$ cat src/rtl/mpsoc_uart_pkg.sv
// Shared definitions for the board console multiplexer: UART frame length,
// mux FSM encoding and the clock-to-baud divider helper.
package mpsoc_uart_pkg;

  // start + 8 data + stop
  localparam int unsigned FRAME_BITS = 10;

  typedef enum logic [1:0] {
    MUX_RUN,
    MUX_WAIT_IDLE,
    MUX_GUARD
  } mux_st_t;

  // Clock cycles per UART bit (integer division).
  function automatic int unsigned bit_cycles(input int unsigned clk_hz,
                                             input int unsigned baud);
    return clk_hz / baud;
  endfunction

endpackage

$ cat src/rtl/uart_frame_tracker.sv
// Per-line UART character tracker. A falling start edge starts a frame;
// the tracker stays busy until the middle of the stop bit, ignoring the
// line level inside the frame, so a switch never lands mid-character.
module uart_frame_tracker #(
  parameter int unsigned BIT_CYCLES = 10
) (
  input  logic clk_in,
  input  logic rst_in,
  input  logic line_i,
  output logic idle_o
);
  import mpsoc_uart_pkg::*;

  // Mid-stop-bit point measured from the start-bit detection.
  localparam int unsigned FRAME_CYCLES = (FRAME_BITS - 1) * BIT_CYCLES + BIT_CYCLES / 2;
  localparam int unsigned CW = $clog2(FRAME_CYCLES + 1);
  localparam logic [CW-1:0] CNT_LAST = CW'(FRAME_CYCLES - 1);

  logic          busy_q, busy_d;
  logic [CW-1:0] cnt_q, cnt_d;

  // Next-state: start on a low line, count out one frame, then re-arm.
  always_comb begin
    busy_d = busy_q;
    cnt_d  = cnt_q;
    if (!busy_q) begin
      if (!line_i) begin
        busy_d = 1'b1;
        cnt_d  = '0;
      end
    end else if (cnt_q == CNT_LAST) begin
      busy_d = 1'b0;
    end else begin
      cnt_d = cnt_q + 1'b1;
    end
  end

  // Tracker state register.
  always_ff @(posedge clk_in or negedge rst_in) begin
    if (!rst_in) begin
      busy_q <= 1'b0;
      cnt_q  <= '0;
    end else begin
      busy_q <= busy_d;
      cnt_q  <= cnt_d;
    end
  end

  assign idle_o = ~busy_q;

endmodule

$ cat src/rtl/uart_console_mux.sv
// Board console multiplexer: routes one board UART and bootloader strap to
// one of NUM_TILES tiles. Switches only between characters and forces an
// idle guard interval on the board TX line while changing channel.
// Optional macro RX_BROADCAST_EN: board RX is fanned out to every tile.
module uart_console_mux #(
  parameter int unsigned NUM_TILES  = 9,
  parameter int unsigned CLK_HZ     = 50000000,
  parameter int unsigned BAUD       = 115200,
  parameter int unsigned DEF_SEL    = 0,
  parameter int unsigned GUARD_BITS = 2
) (
  input  logic                         clk_in,
  input  logic                         rst_in,
  input  logic [$clog2(NUM_TILES)-1:0] sel_i,
  input  logic [NUM_TILES-1:0]         uart_tx_i,
  output logic                         uart_tx_o,
  input  logic                         uart_rx_i,
  output logic [NUM_TILES-1:0]         uart_rx_o,
  input  logic                         bootloader_i,
  output logic [NUM_TILES-1:0]         bootloader_o,
  output logic [$clog2(NUM_TILES)-1:0] sel_active_o,
  output logic                         switch_pending_o,
  output logic                         sel_err_o
);
  import mpsoc_uart_pkg::*;

  localparam int unsigned SW           = $clog2(NUM_TILES);
  localparam int unsigned BIT_CYC      = bit_cycles(CLK_HZ, BAUD);
  localparam int unsigned GUARD_CYCLES = GUARD_BITS * BIT_CYC;
  localparam int unsigned GW           = $clog2(GUARD_CYCLES + 1);
  localparam logic [GW-1:0] GUARD_LAST = GW'(GUARD_CYCLES - 1);
  localparam logic [SW-1:0] SEL_DEF    = SW'(DEF_SEL);
  localparam logic [SW:0]   SEL_LIMIT  = (SW + 1)'(NUM_TILES);

  logic [SW-1:0]        sel_s1_q, sel_s1_d, sel_s2_q, sel_s2_d;
  logic                 rx_s1_q, rx_s1_d, rx_s2_q, rx_s2_d;
  logic                 boot_s1_q, boot_s1_d, boot_s2_q, boot_s2_d;
  mux_st_t              state_q, state_d;
  logic [SW-1:0]        active_q, active_d, cand_q, cand_d;
  logic [GW-1:0]        guard_q, guard_d;
  logic                 tx_q, tx_d;
  logic                 pend_q, pend_d;
  logic                 err_q, err_d;
  logic [NUM_TILES-1:0] boot_q, boot_d;
  logic [NUM_TILES-1:0] rx_q, rx_d;
  logic [NUM_TILES-1:0] trk_idle;
  logic                 sel_valid;

  for (genvar i = 0; i < NUM_TILES; i++) begin : g_trk
    uart_frame_tracker #(.BIT_CYCLES(BIT_CYC)) u_trk (
      .clk_in (clk_in),
      .rst_in (rst_in),
      .line_i (uart_tx_i[i]),
      .idle_o (trk_idle[i])
    );
  end

  // Two-flop synchronisers for the asynchronous level inputs.
  always_comb begin
    sel_s1_d  = sel_i;
    sel_s2_d  = sel_s1_q;
    rx_s1_d   = uart_rx_i;
    rx_s2_d   = rx_s1_q;
    boot_s1_d = bootloader_i;
    boot_s2_d = boot_s1_q;
  end

  // Mux FSM: run, wait for the active character to finish, guard, hand over.
  always_comb begin
    state_d   = state_q;
    active_d  = active_q;
    cand_d    = cand_q;
    guard_d   = guard_q;
    tx_d      = uart_tx_i[active_q];
    sel_valid = ({1'b0, sel_s2_q} < SEL_LIMIT);
    unique case (state_q)
      MUX_RUN: begin
        if (sel_valid && (sel_s2_q != active_q)) begin
          cand_d  = sel_s2_q;
          state_d = MUX_WAIT_IDLE;
        end
      end
      MUX_WAIT_IDLE: begin
        if (sel_s2_q == active_q) begin
          state_d = MUX_RUN;
        end else begin
          if (sel_valid) cand_d = sel_s2_q;
          if (trk_idle[active_q]) begin
            state_d = MUX_GUARD;
            guard_d = '0;
          end
        end
      end
      MUX_GUARD: begin
        tx_d = 1'b1;
        if (sel_valid) cand_d = sel_s2_q;
        // Guard length is a minimum: hand over only once the new channel
        // is between characters, so the host never sees a partial frame.
        if (guard_q != GUARD_LAST) begin
          guard_d = guard_q + 1'b1;
        end else if (trk_idle[cand_q]) begin
          active_d = cand_q;
          state_d  = MUX_RUN;
        end
      end
      default: state_d = MUX_RUN;
    endcase
  end

  // Registered side outputs, decoded from next state so they align with it.
  always_comb begin
    err_d  = err_q | ~sel_valid;
    pend_d = (state_d != MUX_RUN);
    boot_d = '0;
    if (boot_s2_q && (state_d == MUX_RUN)) boot_d[active_d] = 1'b1;
`ifdef RX_BROADCAST_EN
    rx_d = {NUM_TILES{rx_s2_q}};
`else
    rx_d = '1;
    if (state_d != MUX_GUARD) rx_d[active_d] = rx_s2_q;
`endif
  end

  // State and output registers; reset returns every line to idle.
  always_ff @(posedge clk_in or negedge rst_in) begin
    if (!rst_in) begin
      sel_s1_q  <= SEL_DEF;
      sel_s2_q  <= SEL_DEF;
      rx_s1_q   <= 1'b1;
      rx_s2_q   <= 1'b1;
      boot_s1_q <= 1'b0;
      boot_s2_q <= 1'b0;
      state_q   <= MUX_RUN;
      active_q  <= SEL_DEF;
      cand_q    <= SEL_DEF;
      guard_q   <= '0;
      tx_q      <= 1'b1;
      pend_q    <= 1'b0;
      err_q     <= 1'b0;
      boot_q    <= '0;
      rx_q      <= '1;
    end else begin
      sel_s1_q  <= sel_s1_d;
      sel_s2_q  <= sel_s2_d;
      rx_s1_q   <= rx_s1_d;
      rx_s2_q   <= rx_s2_d;
      boot_s1_q <= boot_s1_d;
      boot_s2_q <= boot_s2_d;
      state_q   <= state_d;
      active_q  <= active_d;
      cand_q    <= cand_d;
      guard_q   <= guard_d;
      tx_q      <= tx_d;
      pend_q    <= pend_d;
      err_q     <= err_d;
      boot_q    <= boot_d;
      rx_q      <= rx_d;
    end
  end

  assign uart_tx_o        = tx_q;
  assign uart_rx_o        = rx_q;
  assign bootloader_o     = boot_q;
  assign sel_active_o     = active_q;
  assign switch_pending_o = pend_q;
  assign sel_err_o        = err_q;

endmodule
$ cat config.mk
export PLATFORM = sky130hd
export DESIGN_NAME = uart_console_mux
export DESIGN_NICKNAME = d
export VERILOG_FILES = /design/src/rtl/mpsoc_uart_pkg.sv /design/src/rtl/uart_frame_tracker.sv /design/src/rtl/uart_console_mux.sv
export SDC_FILE = /design/constraint.sdc
export NUM_CORES = 1
export LEC_CHECK = 0
export CAP_MARGIN = 10
export CORE_MARGIN = 2
export CORE_UTILIZATION = 33
export CTS_CLUSTER_DIAMETER = 40
export CTS_CLUSTER_SIZE = 16
export DETAILED_ROUTE_END_ITERATION = 10
export HOLD_SLACK_MARGIN = 0.03
export RECOVER_POWER = 100
export SLEW_MARGIN = 25
export SYNTH_ARGS = -nofsm -noshare
export SYNTH_HDL_FRONTEND = slang
export SYNTH_SLANG_ARGS = --single-unit
export TNS_END_PERCENT = 30
$ cat constraint.sdc
create_clock -name clk_in -period 3.33 [get_ports clk_in]
set_input_delay 0.4995 -clock clk_in [delete_from_list [all_inputs] [get_ports clk_in]]
set_output_delay 0.4995 -clock clk_in [all_outputs]
set_load 0.005 [all_outputs]
==> out/results.tsv <==
stage	metric	value	unit
status	outcome	finished, violations left	
status	violations	max-capacitance violations, max-slew violations	
yosys	synth_edf_count	0	
grt	grt_pass1_wl	33200	um
sta	tightest_slew	2274	ps
worst_setup_path	criticalPathCategory	reg -> reg	
worst_setup_path	worstSetupEndpointType	flip-flop	
routing	finalWirelength	19010	um
hold_path	hold_path.class	reg -> reg	
worst_setup_path	ff2ff_setup_slack	460	ps
pwr	cellLeakagePower	4.187	nW
pwr	seqPwrFrac	51.2	%
hold_path	min_to	boot_s2_q	
clocking	htreeDepth	4	
floorplanning	dieArea	0.02832	mm2
layout	syn_to_final_growth	15.27	%
pwr	combPwrFrac	15.9	%
sta	timing.final.crit_share	86.14	%
placement	port_buffers	41	
sta	fmax	0.3486	GHz
pwr	clockPowerShare	33.0	%
job	maxCapViolations	1	
floorplanning	io_pins	42	
sta	slew_headroom	-51.62	%
sta	tns	0	ps
yosys	synth_compound_area_share	11.88	%
yosys	yosys.area.top_type	dfrtp_1	
grt	grt_pass1_vias	6660	
clocking	cts_root_buf	clkbuf_16	
routing	num_vias	6642	
clocking	clk_transition_reported_paths	80	ps
yosys	synth_top_area_share	46.92	%
worst_setup_path	r2r-end	bootloader_o[5]	
routing	drtPass1Iterations	4	
layout	drive_above_1_share	8.484	%
yosys	postSynth.asyncResetShare	100.0	%
clocking	clkSinkCount	179	
sta	finalClockSkew	15.37	ps
routing	vias_per_cell	5.173	
worst_setup_path	worst-path-max-fanout	13	
yosys	synth-simple-area-share	22.17	%
floorplanning	fp-row-count	60	
hold_path	hp-start	boot_s1_q	
routing	detail-route-antenna-nets	0	
placement	dp_hpwl	13510	um
worst_setup_path	cp-start-kind	flip-flop	
layout	antennaDiodeCount	0	
layout	fillCellCount	2651	
clocking	hold_buffers	0	
yosys	postSynthAreaPerCell	10.06	um2
sta	setup_viol	0	
clocking	post_cts.repair.setup_buffers	0	
layout	fin_nets	970	
pwr	vdd_ir_drop_max	0.3327	mV
floorplanning	initial_core_util	33.33	%
routing	drc_errors	0	
clocking	cts_tree	built	
placement	gp_congestion	0.8156	
grt	antenna_found_initial	0	
sta	rsz0062_at_grt	no	
grt	grt_usage	14.35	%
sta	hold_viol_final	0	
yosys	yosys_warnings	0	
pwr	swShare	33.84	%
clocking	cts_buffers	17	
clocking	insertion_delay	440	ps
grt	grt-ovfl-total	0	
yosys	synth_area	0.008907	mm2
sta	whs	357.8	ps
worst_setup_path	worstReg2RegStart	cand_q[0]	
yosys	synth_cells	885	
pwr	power_switching	0.002152	W
worst_setup_path	cp.required	3690	ps
yosys	synthMuxAreaShare	5.633	%
worst_setup_path	arrival	3230	ps
floorplanning	coreArea	0.02673	mm2
yosys	synth_fa_ha_area_share	3.231	%
yosys	synth_top_family_by_area	simple AND/OR/NAND/NOR gates	
routing	drt_iter0_drc	402	
yosys	ys_ff_latch	179	
grt	grt_max_degree	86	
yosys	synth_area_leaders	dfrtp_1 (47%), o21ai_0 (4.3%), nor2_1 (4.0%)	
floorplanning	die_h	168.3	um
yosys	synth_flop_cell	dfrtp_1	
hold_path	min_path_cells	0	
worst_setup_path	ff2ff_path_depth	6	
routing	wl_per_cell	14.81	um
yosys	synth_xor_area_share	4.425	%
sta	layout_min_cycle_time	2869	ps
yosys	ys_seq_area_share	50.46	%
floorplanning	chipWidth	168.3	um
pwr	power_per_cell_area	619.4	mW/mm2
pwr	internal_power	0.004208	W
yosys	synthesis.nets	925	
sta	finalMaxSlewViolations	84	
clocking	clock_path_buffers	2	
clocking	post_cts_resized	0	
yosys	yosysUniqueCellTypes	65	
[kinds of logic (layout without fill, tap and decap cells)]
logic type               count (synthesis)  count (layout)
AO/OA/AOI/OAI                          161             161
multiplexers                            44              44
adder cells (fa/ha/maj)                 23              23
buffers and inverters                   48             106
AND/OR/NAND/NOR                        385             385
XOR/XNOR                                45              45
flip-flops                             179             179
[Yosys cell counts (all sizes together) (4+ instances only)]
cell / count
o31a: 4
nand2: 87
nand4b: 4
dfrtp: 167
o21ai: 81
or2: 10
xnor2: 18
mux2i: 28
and3: 24
clkbuf: 17
o31ai: 17
a21oi: 24
mux2: 13
or4b: 8
nand3b: 7
ha: 23
nand2b: 12
inv: 27
nor4: 4
or4: 11
xor2: 27
a31oi: 7
and2: 9
nand4: 24
or3: 18
dfstp: 12
nor2: 95
buf: 4
nand3: 56
nor3: 7
o41ai: 6
[layout make-up]
type / count / area [um2] / area share [%]
clock inverter: 15 / 214.0 / 2.084
sequential: 179 / 4494 / 43.77
clock buffer: 17 / 425.4 / 4.143
inverter: 27 / 101.3 / 0.9871
multi-input combinational: 658 / 4145 / 40.37
timing repair buffer: 47 / 460.4 / 4.485
tap: 341 / 426.7 / 4.156
[registers in the layout (all words and copies together), names as in the netlist, 2 cells and up]
register            cells
g_trk.u_trk.cnt_q     117
guard_q                10
bootloader_o            9
g_trk.u_trk.busy_q      9
uart_rx_o               9
cand_q                  4
sel_active_o            4
sel_s1_q                4
sel_s2_q                4
state_q                 2
[power by group through the flow]
stage / clock (W) / sequential (W) / combinational, W
finish: 0.00210 / 0.00326 / 0.00101
CTS: 0.00217 / 0.00325 / 0.00105
global placement: 0 / 0.00328 / 0.00101
floorplan: 0 / 0.00309 / 0.000830
detailed placement: 0 / 0.00328 / 0.00105
global route: 0.00227 / 0.00335 / 0.00117
[through the flow]
step	cell area, um2	setup slack [ps]	std cells	total power (W)	utilization (%)
6_report	10270	461.4	1284	0.006360	38.42
3_3_place_gp	9723	734.8	1252	0.004290	36.38
5_1_grt	10270	223.0	1284	0.006797	38.42
2_1_floorplan	8907	898.7	885	0.003920	-
3_5_place_dp	9723	742.8	1252	0.004329	36.38
4_1_cts	10360	724.6	1284	0.006469	38.77
[routing by layer]
layer / wire length [um] / share of wire (%) / up-vias / global-route usage, %
li1: - / - / 3269 / -
met1: 9247 / 49 / 3274 / 19.09
met2: 9021 / 47 / 86 / 23.53
met3: 564 / 3.0 / 13 / 3.338
met4: 177 / 0.93 / 0 / 3.898
met5: 0 / 0 / - / 0
[worst max-delay path: stages (launching register included)]
cell,delay [ps]
dfrtp_1,560
o41a_1,520
o41ai_1,460
o31ai_1,220
o311a_4,440
nand3b_1,370
nor2_1,230
[how the worst max path moves through the flow]
stage / from / to / depth (start not counted)
floorplan: guard_q[7] / uart_rx_o[7] / 8
global placement: cand_q[0] / uart_rx_o[0] / 6
detailed placement: cand_q[0] / uart_rx_o[3] / 6
CTS: sel_active_o[0] / guard_q[2] / 6
global route: g_trk[4].u_trk.cnt_q[0] / g_trk[4].u_trk.cnt_q[9] / 8
finish: cand_q[0] / bootloader_o[5] / 6
[cells in the final DEF (no fill, tap or decap), types with 7 or more instances in the layout]
master / netlist / final
dfrtp_1: 167 / 167
nor2_1: 94 / 94
nand2_1: 87 / 87
o21ai_0: 77 / 80
nand3_1: 56 / 56
dlygate4sd3_1: 0 / 33
mux2i_1: 28 / 28
inv_1: 27 / 27
xor2_1: 27 / 27
nand4_1: 24 / 24
a21oi_1: 24 / 24
and3_1: 24 / 24
ha_1: 23 / 23
xnor2_1: 18 / 18
or3_1: 18 / 18
o31ai_1: 11 / 17
clkbuf_16: 0 / 17
nand2b_1: 12 / 12
dfstp_2: 12 / 12
or4_1: 11 / 11
mux2_2: 11 / 10
and2_1: 9 / 7
nand3b_1: 6 / 7
nor3_1: 7 / 7
a31oi_1: 7 / 7
clkdlybuf4s50_1: 0 / 7
(Power assumes the default switching activity.)
